--- config.mk ---
export PLATFORM = sky130hd
export DESIGN_NAME = uart_rx
export DESIGN_NICKNAME = d
export VERILOG_FILES = /design/src/rtl/uart_rx_pkg.sv /design/src/rtl/uart_rx_fifo.sv /design/src/rtl/uart_rx.sv
export SDC_FILE = /design/constraint.sdc
export NUM_CORES = 1
export LEC_CHECK = 0
export ABC_CLOCK_PERIOD_IN_PS = 4800
export CAP_MARGIN = 20
export CORE_MARGIN = 1.5
export CORE_UTILIZATION = 42
export CTS_CLUSTER_DIAMETER = 40
export CTS_CLUSTER_SIZE = 20
export DETAILED_ROUTE_END_ITERATION = 16
export SLEW_MARGIN = 20
export SYNTH_ARGS = -nofsm -noshare
export SYNTH_HDL_FRONTEND = slang
export SYNTH_SLANG_ARGS = --single-unit
--- constraint.sdc ---
create_clock -name clk -period 4.8 [get_ports clk]
set_input_delay 1.44 -clock clk [delete_from_list [all_inputs] [get_ports clk]]
set_output_delay 1.44 -clock clk [all_outputs]
set_load 0.02 [all_outputs]
--- src/rtl/uart_rx_pkg.sv ---
// Shared definitions for the uart_rx peripheral: register map, STATUS bit
// positions and receive-FSM state encoding.
package uart_rx_pkg;

    localparam logic [31:0] REG_DATA   = 32'h0000_0000;
    localparam logic [31:0] REG_STATUS = 32'h0000_0004;

    localparam int STATUS_NOT_EMPTY = 0;
    localparam int STATUS_FULL      = 1;
    localparam int STATUS_OVERRUN   = 2;
    localparam int STATUS_FRAME_ERR = 3;

    typedef enum logic [2:0] {
        ST_IDLE      = 3'd0,
        ST_START     = 3'd1,
        ST_DATA      = 3'd2,
        ST_STOP      = 3'd3,
        ST_WAIT_HIGH = 3'd4
    } rx_state_t;

    // Width of a down-counter that must hold the value n.
    function automatic int cnt_width(input int n);
        return (n < 2) ? 1 : $clog2(n + 1);
    endfunction

endpackage

--- src/rtl/uart_rx_fifo.sv ---
// Synchronous receive FIFO; a push while full is accepted only when a pop
// frees a slot in the same cycle.
module uart_rx_fifo
    import uart_rx_pkg::*;
#(
    parameter int DEPTH = 16,
    parameter int WIDTH = 8
) (
    input  logic             clk,
    input  logic             reset,
    input  logic             push,
    input  logic [WIDTH-1:0] din,
    input  logic             pop,
    output logic [WIDTH-1:0] dout,
    output logic             empty,
    output logic             full
);

    localparam int AW = $clog2(DEPTH);
    localparam int CW = AW + 1;

    logic [WIDTH-1:0] mem [DEPTH];
    logic [AW-1:0]    wr_ptr;
    logic [AW-1:0]    rd_ptr;
    logic [CW-1:0]    count;
    logic             push_ok;
    logic             pop_ok;

    assign empty   = (count == '0);
    assign full    = (count == CW'(DEPTH));
    assign pop_ok  = pop && !empty;
    assign push_ok = push && (!full || pop_ok);
    assign dout    = mem[rd_ptr];

    always_ff @(posedge clk or posedge reset) begin
        if (reset) begin
            wr_ptr <= '0;
            rd_ptr <= '0;
            count  <= '0;
        end else begin
            if (push_ok) wr_ptr <= wr_ptr + AW'(1);
            if (pop_ok)  rd_ptr <= rd_ptr + AW'(1);
            case ({push_ok, pop_ok})
                2'b10:   count <= count + CW'(1);
                2'b01:   count <= count - CW'(1);
                default: count <= count;
            endcase
        end
    end

    always_ff @(posedge clk) begin
        if (push_ok) mem[wr_ptr] <= din;
    end

endmodule

--- src/rtl/uart_rx.sv ---
// Memory-mapped 8N1 UART receiver on the picorv32 native bus: synchroniser,
// deframing FSM, receive FIFO and DATA/STATUS registers.
module uart_rx
    import uart_rx_pkg::*;
#(
    parameter int CLK_FREQ   = 100000000,
    parameter int BAUD       = 115200,
    parameter int FIFO_DEPTH = 16
) (
    input  logic        clk,
    input  logic        reset,
    input  logic        enable,
    input  logic        mem_valid,
    input  logic        mem_instr,
    input  logic [3:0]  mem_wstrb,
    input  logic [31:0] mem_wdata,
    input  logic [31:0] mem_addr,
    output logic [31:0] mem_rdata,
    output logic        mem_ready,
    input  logic        serialIn,
    output logic        rx_irq
);

    localparam int BIT_CYCLES = CLK_FREQ / BAUD;
    localparam int HALF       = BIT_CYCLES / 2;
    localparam int CW         = cnt_width(BIT_CYCLES);

    localparam logic [CW-1:0] CNT_ONE  = CW'(1);
    localparam logic [CW-1:0] CNT_HALF = CW'(HALF);
    localparam logic [CW-1:0] CNT_BIT  = CW'(BIT_CYCLES);

    logic            sync_0;
    logic            rxs;
    rx_state_t       state;
    logic [CW-1:0]   bit_cnt;
    logic [2:0]      bit_idx;
    logic [7:0]      shift_reg;
    logic            push_req;
    logic            frame_set;
    logic            cnt_expired;

    logic            frame_err;
    logic            overrun;
    logic            ack_pending;
    logic            req;
    logic            is_write;
    logic            is_status;
    logic            fifo_pop;
    logic            fifo_empty;
    logic            fifo_full;
    logic [7:0]      fifo_dout;
    logic            overrun_set;
    logic            clr_frame;
    logic            clr_overrun;
    logic [31:0]     status_word;
    logic            unused_bus_bits;

    assign unused_bus_bits = ^{mem_instr, mem_wdata[31:4], mem_wdata[1:0],
                               mem_addr[31:3], mem_addr[1:0]};

    always_ff @(posedge clk or posedge reset) begin
        if (reset) begin
            sync_0 <= 1'b1;
            rxs    <= 1'b1;
        end else begin
            sync_0 <= serialIn;
            rxs    <= sync_0;
        end
    end

    assign cnt_expired = (bit_cnt == CNT_ONE);

    // Start bit is re-checked at mid-bit; every later sample lands mid-bit too.
    always_ff @(posedge clk or posedge reset) begin
        if (reset) begin
            state     <= ST_IDLE;
            bit_cnt   <= '0;
            bit_idx   <= '0;
            shift_reg <= '0;
            push_req  <= 1'b0;
            frame_set <= 1'b0;
        end else begin
            push_req  <= 1'b0;
            frame_set <= 1'b0;
            case (state)
                ST_IDLE: begin
                    if (!rxs) begin
                        bit_cnt <= CNT_HALF;
                        state   <= ST_START;
                    end
                end
                ST_START: begin
                    if (cnt_expired) begin
                        if (!rxs) begin
                            bit_cnt <= CNT_BIT;
                            bit_idx <= '0;
                            state   <= ST_DATA;
                        end else begin
                            state <= ST_IDLE;
                        end
                    end else begin
                        bit_cnt <= bit_cnt - CNT_ONE;
                    end
                end
                ST_DATA: begin
                    if (cnt_expired) begin
                        shift_reg <= {rxs, shift_reg[7:1]};
                        bit_cnt   <= CNT_BIT;
                        if (bit_idx == 3'd7) state <= ST_STOP;
                        else bit_idx <= bit_idx + 3'd1;
                    end else begin
                        bit_cnt <= bit_cnt - CNT_ONE;
                    end
                end
                ST_STOP: begin
                    if (cnt_expired) begin
                        if (rxs) begin
                            push_req <= 1'b1;
                            state    <= ST_IDLE;
                        end else begin
                            frame_set <= 1'b1;
                            state     <= ST_WAIT_HIGH;
                        end
                    end else begin
                        bit_cnt <= bit_cnt - CNT_ONE;
                    end
                end
                ST_WAIT_HIGH: begin
                    if (rxs) state <= ST_IDLE;
                end
                default: state <= ST_IDLE;
            endcase
        end
    end

    uart_rx_fifo #(
        .DEPTH (FIFO_DEPTH),
        .WIDTH (8)
    ) u_fifo (
        .clk   (clk),
        .reset (reset),
        .push  (push_req),
        .din   (shift_reg),
        .pop   (fifo_pop),
        .dout  (fifo_dout),
        .empty (fifo_empty),
        .full  (fifo_full)
    );

    assign req         = mem_valid && enable && !ack_pending;
    assign is_write    = |mem_wstrb;
    assign is_status   = mem_addr[2];
    assign fifo_pop    = req && !is_write && !is_status && !fifo_empty;
    assign clr_frame   = req && is_status && mem_wstrb[0] && mem_wdata[3];
    assign clr_overrun = req && is_status && mem_wstrb[0] && mem_wdata[2];
    assign overrun_set = push_req && fifo_full && !fifo_pop;
    assign rx_irq      = !fifo_empty;

    always_comb begin
        status_word                   = '0;
        status_word[STATUS_NOT_EMPTY] = !fifo_empty;
        status_word[STATUS_FULL]      = fifo_full;
        status_word[STATUS_OVERRUN]   = overrun;
        status_word[STATUS_FRAME_ERR] = frame_err;
    end

    // The ack is held off until mem_valid drops so a stretched request pops once.
    always_ff @(posedge clk or posedge reset) begin
        if (reset) begin
            mem_ready   <= 1'b0;
            mem_rdata   <= '0;
            ack_pending <= 1'b0;
            frame_err   <= 1'b0;
            overrun     <= 1'b0;
        end else begin
            mem_ready <= req;
            if (req) ack_pending <= 1'b1;
            else if (!mem_valid) ack_pending <= 1'b0;

            if (req && !is_write) begin
                if (is_status) mem_rdata <= status_word;
                else if (fifo_empty) mem_rdata <= '0;
                else mem_rdata <= {24'h0, fifo_dout};
            end else begin
                mem_rdata <= '0;
            end

            if (frame_set) frame_err <= 1'b1;
            else if (clr_frame) frame_err <= 1'b0;

            if (overrun_set) overrun <= 1'b1;
            else if (clr_overrun) overrun <= 1'b0;
        end
    end

endmodule

[Yosys cells after proc, flatten, opt, wreduce, memory -nomap -nowiden]
Memory sizes are Yosys's and may differ from the RTL's.
Cells that the tools add are included.
Storage, ports and cells
  bits in registers: 77
  memory bits (writable): 128
  memories kept: 1
  output and inout port bits: 34
  bits of input ports: 74
Operators by class
  reduce and logical (&&, ||, !) cells: 32
  equality and inequality tests: 20
  $add $sub $neg: 6
  muxes and demuxes: 38
Memories
  u_fifo.mem: words 16, width 8, read ports 1, clocked after memory_dff 0, wr ports 1, RTL line uart_rx_fifo.sv:22  | logic [WIDTH-1:0] mem [DEPTH];
Operators by type and width (number)
  $mux 10: 5
  $pmux 10 s4: 1
  $mux 3: 11
  $mux 32: 1
  $ne 2x2->1 const B: 9
  $mux 8: 2
  $pmux 3 s5: 1
  $mux 1: 14
  $logic_and 1x1->1: 13
  $eq 10x1->1 const B: 1
  $pmux 5 s2: 1
  $sub 10x1->10 const B: 1
  $add 4x1->4 const B: 2
  $reduce_bool 2->1: 4
  $eq 3x2->1 const B: 2
  $eq 3x3->1 const B: 2
  $logic_not 1->1: 6
  $pmux 3 s2: 1
  $reduce_and 6->1: 1
  $add 5x1->5 const B: 1
  $eq 5x5->1 const B: 1
  $logic_not 5->1: 1
  $reduce_and 5->1: 1
  $sub 5x1->5 const B: 1
  other kinds (13): 13

[Logic depth before layout (Yosys ltp)]
Gate-level depths: netlist (run 1).
  depth in word-level cells: 10
  depth in mapped cells: 10
  depth with buffers taken out: 9

[By module]
A second synthesis (run 1) with hierarchy kept.
Unflattened totals
  cell total of the unflattened synthesis: 490
  area, all modules: 7791.2 µm²
By module, submodules not included
  uart_rx_fifo: seq. area each 4169.0 µm², cells each 296, area an instance 5749.3 µm², times used 1
  uart_rx: seq. area each 1003.5 µm², cells each 194, area an instance 2042.0 µm², times used 1

[Worst setup path after synthesis (run 1)]
No wires, ideal clock.
  path type: input to register
  from: in mem_wstrb[1]
  to: mem u_fifo.mem[4][0], enable pin
  path slack: 1.027 ns
  stages on the path: 7
  path buffers: 2
  library setup time: 0.383 ns
  arrival time: 3.389 ns
  cells stage by stage: nor4_1 and3_1 clkbuf_1 o21a_1 clkbuf_1 nand2_1 nor3_1
On the way
  cells in the longest elaborated chain, start to end: 10
RTL lines
  from (decl): RTL line uart_rx.sv:15  | input logic [3:0] mem_wstrb,
  $reduce_or 4->1: RTL line uart_rx.sv:151  | assign is_write = |mem_wstrb;
  $logic_not 1->1: RTL line uart_rx.sv:153  | assign fifo_pop = req && !is_write && !is_status && !fifo_empty;
  $logic_and 1x1->1 (3 in series): RTL line uart_rx.sv:153
  $logic_and 1x1->1: RTL line uart_rx_fifo.sv:31  | assign pop_ok = pop && !empty;
  $logic_or 1x1->1: RTL line uart_rx_fifo.sv:32  | assign push_ok = push && (!full || pop_ok);
  $logic_and 1x1->1: RTL line uart_rx_fifo.sv:32
  $mux 1: RTL line uart_rx_fifo.sv:52  | if (push_ok) mem[wr_ptr] <= din;
  $mux 1 (implied by the code): RTL line uart_rx_fifo.sv:52
  to (decl): RTL line uart_rx_fifo.sv:22
Every way passes these cells.

[Worst setup path in the final report (run 1)]
  from: in mem_wstrb[0]
  to: reg u_fifo.count[4]
On the way
  cells in the longest elaborated chain, start to end: 10
  elaborated cells between the ends (all ways): 12
  those cells by class: 2 x eq/ne; 1 x mux; 9 x reduce/logical
RTL lines
  $reduce_or 4->1 *: RTL line uart_rx.sv:151
  $logic_not 1->1 *: RTL line uart_rx.sv:153
  $logic_and 1x1->1 * (3 in series): RTL line uart_rx.sv:153
  $logic_and 1x1->1 *: RTL line uart_rx_fifo.sv:31
  $logic_or 1x1->1: RTL line uart_rx_fifo.sv:32
  $logic_and 1x1->1: RTL line uart_rx_fifo.sv:32
  $eq 2x1->1 or $eq 2x2->1 (tied branches): RTL line uart_rx_fifo.sv:43  | case ({push_ok, pop_ok})
  $pmux 5 s2 or $reduce_bool 2->1 (tied branches)
  to (signal assigned): RTL line uart_rx_fifo.sv:44  | 2'b10: count <= count + CW'(1);
  to (signal assigned): RTL line uart_rx_fifo.sv:45  | 2'b01: count <= count - CW'(1);
  to (signal assigned): RTL line uart_rx_fifo.sv:46  | default: count <= count;
  to (decl): RTL line uart_rx_fifo.sv:25  | logic [CW-1:0] count;
Every way passes the cells marked *; elsewhere a longest branch is shown, timed or not.
A chain may end at the register's enable or synchronous reset.

==> impl_metrics.csv, run 1 <==
group,metric,value,unit
global_route,grt_pass1_vias,4210,
routing,dr_total_vias,4079,
timing,max_clock_freq,0.2663,GHz
floorplanning,fp.dieW,138.8,um
finish,fill_cells,1496,
power_and_ir_drop,p_per_area,361.7,nW/um^2
setup_path,arrival,4.10,ns
routing,drtIter0Drc,305,
floorplanning,core_area,18020,um^2
logic_synthesis,synth_largest_area_cell,"edfxtp_1",
global_route,antenna_found_initial,0,
logic_synthesis,syn_area,7749,um^2
logic_synthesis,syn_inst,493,
timing,drv_slew,0,
placement,dp_hpwl,9551,um
timing,setup_violations,0,
power_and_ir_drop,power_frac_clock,46.9,%
clock_network,htreeDepth,4,
timing,finalSetupTns,0,ns
logic_synthesis,yosys_warnings,0,
outcome,outcome,"finished clean",
setup_path,critPathMaxFanout,4,
placement,gp_congestion,0.7990,
logic_synthesis,synth_seq_area_share,66.75,%
logic_synthesis,asyncSetResetFlopFracSynth,29.28,%
global_route,grt_pass1_wl,22600,um
timing,skew,0.009261,ns
routing,drc_errors,0,
power_and_ir_drop,power_frac_seq,51.8,%
timing,maxSlewHeadroom,32.66,%
timing,final_min_period_over_clock_period,78.23,%
finish,n_antenna_cell,0,
floorplanning,die_area,19270,um^2
finish,instances_no_fill,773,
clock_network,clk_pin_slew,0.06,ns
logic_synthesis,ys_ff_latch,181,
min_path,hp-class,"flop to flop",
global_route,grt_max_degree,33,
clock_network,hold_buffers,0,
power_and_ir_drop,switching_power,0.5971,mW
global_route,grt_usage,15.33,%
clock_network,root_buffer,"clkbuf_16",
floorplanning,die_y,138.8,um
setup_path,criticalPathCategory,"primary input to flop",
clock_network,tritoncts,"done",
timing,rsz0062_at_grt,"no",
setup_path,worstSetupEndpointType,"flop",
timing,post-route-min-period,3.755,ns
clock_network,clockBufferDepth,2,
placement,placed_area,8217,um^2
logic_synthesis,synth_edf_count,128,
run,cap_violations,0,
finish,nets,616,
logic_synthesis,netlist.area_leader.share,49.60,%
timing,holdWs,0.3561,ns
timing,worstMarginPinSlew,1.010,ns
power_and_ir_drop,p_int,2.609,mW
clock_network,cts.sinks,181,
finish,fin_area,8864,um^2
floorplanning,rows,49,
logic_synthesis,synth_cell_types,58,
global_route,grt_overflow,0,
routing,drt-wirelength-per-cell,18.23,um
routing,detail_route.vias_per_cell,5.277,
floorplanning,num_io_pins,108,
logic_synthesis,avgSynthCellArea,15.72,um^2
finish,area_growth,14.39,%
clock_network,cts_resized,0,
clock_network,clock_latency,0.42,ns
routing,first_pass_iters,4,
placement,dpl.cell_count,741,
power_and_ir_drop,power_frac_comb,1.3,%
power_and_ir_drop,swShare,18.62,%
finish,reg_top3,"u_fifo.mem: 128 flops, bit_cnt: 10 flops",
finish,largest_reg_flops,128,
setup_path,crit_path_start_kind,"primary input",
power_and_ir_drop,p_leak,3.619,nW
finish,largest_register,"u_fifo.mem",
timing,hold_viol_final,0,
routing,final_antenna_net_count,0,
floorplanning,start_util,42.99,%
logic_synthesis,synthFlopType,"edfxtp_1",
finish,drive_gt1_share,20.04,%
clock_network,cts_setup_buffers,0,
setup_path,required,5.14,ns
placement,io_buffer_count,21,
logic_synthesis,synth_area_leaders,"edfxtp_1, dfrtp_1, mux4_2, buf_4, ha_1",
power_and_ir_drop,ir_drop,0.0002656,V
clock_network,numCtsBuffers,17,
routing,routed_wl,14100,um
-- final timing paths --
| check | from | end | slack [ns] | cells past startpoint |
|---|---|---|---|---|
| setup / recovery | mem_wstrb[0] | u_fifo.count[4] | 1.05 | 10 |
| hold / removal | sync_0 | rxs | 0.36 | 0 |
| setup reg to reg | u_fifo.count[0] | u_fifo.count[4] | 2.11 | 9 |
| hold reg to reg | sync_0 | rxs | 0.36 | 0 |
| max in group asynchronous | reset | rxs | 2.55 | 3 |
| min in group asynchronous | reset | u_fifo.wr_ptr[1] | 1.49 | 2 |
-- cells in the final DEF, fill, tap and decap left out, drive strengths merged, types with 19 or more instances in the layout --
cell type	Yosys	layout
dfrtp	51	51
nand2	29	29
clkdlybuf4s50	0	21
nor2	25	25
buf	30	21
mux4	37	37
inv	18	19
clkbuf	16	20
conb	1	24
edfxtp	128	128
-- layer usage --
layer | share of wire [%] | track usage, %
met5 | 0 | 0
met3 | 2.5 | 3.211
met4 | 0.97 | 5.099
met1 | 45 | 19.62
met2 | 52 | 26.16
-- cell usage after synthesis (9+ instances only) --
cell        n
nand2_1    29
a21oi_1    16
mux2_2     10
o21ai_0    12
edfxtp_1  128
nor2_1     25
ha_1       11
xnor2_1     9
nor2b_1     9
inv_1      18
dfrtp_1    51
nor3_1     10
clkbuf_1   16
mux4_2     37
buf_4      24
-- power by group through the flow --
| stage | clock, mW | combinational, mW | sequential, mW |
|---|---|---|---|
| after floorplan | 0 | 0.0415 | 1.69 |
| after global placement | 0 | 0.0427 | 1.69 |
| after detailed placement | 0 | 0.0434 | 1.69 |
| after CTS | 1.54 | 0.0435 | 1.66 |
| after global routing | 1.60 | 0.0472 | 1.66 |
| final | 1.50 | 0.0426 | 1.66 |
-- per-stage QoR --
step	util (%)	worst slack [ns]	power, mW
after global routing	49.17	0.9094	3.308
after global placement	45.59	0.6724	1.736
after floorplan	-	1.027	1.735
final	49.17	1.045	3.206
after detailed placement	45.59	0.6373	1.737
after CTS	49.17	1.078	3.240
-- cell type report --
class                           instances  area (um^2)  area share (%)
Clock inverter                         12        200.2           2.259
Inverter                               18        67.56          0.7623
Sequential cell                       181         5174           58.37
Tap cell                              229        286.5           3.233
Timing Repair Buffer                   42        367.9           4.150
Clock buffer                           20        446.7           5.040
Multi-Input combinational cell        271         2321           26.19
-- cells by family after synthesis --
group                    Yosys count  synth area share, %
AO/OA/AOI/OAI                     58                5.086
XOR/XNOR                          13                1.469
adder cells (fa/ha/maj)           11                1.776
buffers and inverters             64                4.408
flip-flops                       181                66.75
multiplexers                      54                13.11
other                              1              0.04840
AND/OR/NAND/NOR                  111                7.347
-- critical path: stages --
cell             delay (ns)
clkdlybuf4s50_1        0.41
nor4_1                 0.60
o2111ai_2              0.23
or2_2                  0.35
nand2_1                0.07
nand2_1                0.05
ha_1                   0.21
o31a_1                 0.24
o32ai_1                0.29
xor2_1                 0.19
(Power assumes the default switching activity.)
==> inputs of run 2 (changes only) <==
Settings changed: ABC_CLOCK_PERIOD_IN_PS 4800 to 3200, PLACE_DENSITY set to 0.66.
Clock period 4.8 ns to 3.2 ns, I/O delays scaled along.
==> run 2 against run 1 <==
  * Core utilization increased by 0.31 points
  * Wire length is 6.7% higher
  * Final area up 0.64%
  * Critical path depth down 7
==> impl_metrics.csv, run 2 (same netlist as run 1, synthesis figures left out) <==
group,metric,value,unit
min_path,holdPathStages,0,
floorplanning,core_area,18020,um^2
clock_network,htreeDepth,4,
clock_network,hold_buffers,0,
clock_network,numCtsBuffers,17,
floorplanning,start_util,42.99,%
finish,fill_cells,1464,
power_and_ir_drop,p_per_area,517.9,nW/um^2
clock_network,cts_setup_buffers,0,
finish,nets,628,
finish,instances_no_fill,785,
timing,setup_violations,0,
setup_path,worstSetupEndpointType,"output pin",
routing,first_pass_iters,4,
global_route,grt_use_met3,3.419,%
finish,layout_common_cells,"edfxtp_1, dfrtp_1, mux4_2",
timing,post-route-min-period,2.968,ns
setup_path,crit_path_start_kind,"flop",
finish,largest_register,"u_fifo.mem",
finish,area_growth,15.11,%
placement,io_buffer_count,21,
global_route,grt_max_degree,31,
power_and_ir_drop,ir_drop,0.0003779,V
clock_network,clockBufferDepth,2,
routing,routed_wl,15040,um
floorplanning,die_y,138.8,um
setup_path,reg2regPathDepth,9,
finish,fin_area,8920,um^2
timing,drv_slew,0,
routing,drc_errors,0,
global_route,grt_util_met1,21.20,%
timing,rsz0062_at_grt,"no",
placement,dp_hpwl,9992,um
min_path,hp-class,"flop to flop",
setup_path,arrival,2.01,ns
timing,max_clock_freq,0.3370,GHz
global_route,grt_pass1_wl,24290,um
setup_path,criticalPathCategory,"flop to output pin",
timing,holdWs,0.3568,ns
routing,drt-wirelength-per-cell,19.15,um
global_route,use_met2,27.77,%
floorplanning,num_io_pins,108,
timing,maxSlewHeadroom,40.47,%
clock_network,cts.sinks,181,
timing,hold_viol_final,0,
global_route,top_usage_layer,"met2",
placement,dpl.cell_count,753,
timing,skew,0.009078,ns
routing,detail_route.vias_per_cell,5.425,
setup_path,required,2.24,ns
placement,gp_congestion,0.7611,
finish,drive_gt1_share,21.40,%
setup_path,reg2reg_slack,0.50,ns
clock_network,clk_pin_slew,0.06,ns
routing,drtIter0Drc,361,
setup_path,critPathMaxFanout,6,
finish,reg_top3,"u_fifo.mem: 128 flops, bit_cnt: 10 flops",
global_route,grt_pass1_vias,4434,
global_route,grt_usage,16.54,%
timing,worstMarginPinSlew,0.8847,ns
floorplanning,fp.dieW,138.8,um
outcome,outcome,"finished clean",
finish,final_common_cell,"edfxtp_1",
timing,final_min_period_over_clock_period,92.74,%
power_and_ir_drop,p_leak,3.675,nW
clock_network,clock_latency,0.43,ns
global_route,grt_overflow,0,
clock_network,cts_resized,0,
finish,n_antenna_cell,0,
placement,placed_area,8332,um^2
clock_network,root_buffer,"clkbuf_16",
run,cap_violations,0,
routing,dr_total_vias,4259,
finish,largest_reg_flops,128,
routing,final_antenna_net_count,0,
floorplanning,die_area,19270,um^2
global_route,antenna_found_initial,0,
floorplanning,rows,49,
clock_network,tritoncts,"done",
[run 2: changes by cell type in the layout (fill, tap and decap cells not counted), sizes merged]
cell,before,now
bufinv,5,2
clkbuf,20,23
inv,19,18
clkinvlp,3,0
buf,21,33
clkinv,3,7
[run 2: worst paths after layout]
path | from | endpoint
worst max-delay path | u_fifo.count[0] | rx_irq
worst min-delay path | sync_0 | rxs
worst max register to register | u_fifo.count[0] | u_fifo.count[4]
worst min register to register | sync_0 | rxs
max in group asynchronous | reset | rxs
min in group asynchronous | reset | mem_ready
[run 2: critical path: stages (launching register included)]
cell	delay, ns
dfrtp_1	0.45
nor4_1	0.40
nand2b_1	0.16
clkdlybuf4s50_1	0.57
[run 2: stage by stage]
stage / setup slack, ns / power [mW] / util [%] / setup TNS, ns
floorplan: -0.09289 / 2.602 / - / -3.275
global placement: -0.1516 / 2.606 / 46.22 / -0.5272
detailed placement: -0.1923 / 2.607 / 46.22 / -1.183
CTS: 0.1947 / 4.650 / 49.49 / 0
global route: 0.08409 / 4.750 / 49.49 / 0
finish: 0.2324 / 4.619 / 49.49 / 0
[run 2: power breakdown]
part | switching (mW) | internal [mW] | total [mW]
registers | 0.00251 | 2.49 | 2.49
logic | 0.0470 | 0.0193 | 0.0664
clock network | 0.835 | 1.23 | 2.06
total | 0.884 | 3.74 | 4.62
[run 2: final cells by class]
cell class	instances	area (um^2)	share of cell area, %
repair buffers	54	483.0	5.415
clock inverters	9	100.1	1.122
flip-flops and latches	181	5174	58.00
clock buffers	23	488.0	5.471
multi-input cells	271	2321	26.02
well taps	229	286.5	3.212
inverters	18	67.56	0.7575
[run 2: routing by layer]
layer  part of all wire, %  vias up
met5                     0        -
met4                   1.7        0
li1                      -     1928
met2                    52       99
met1                    42     2211
met3                   4.3       21
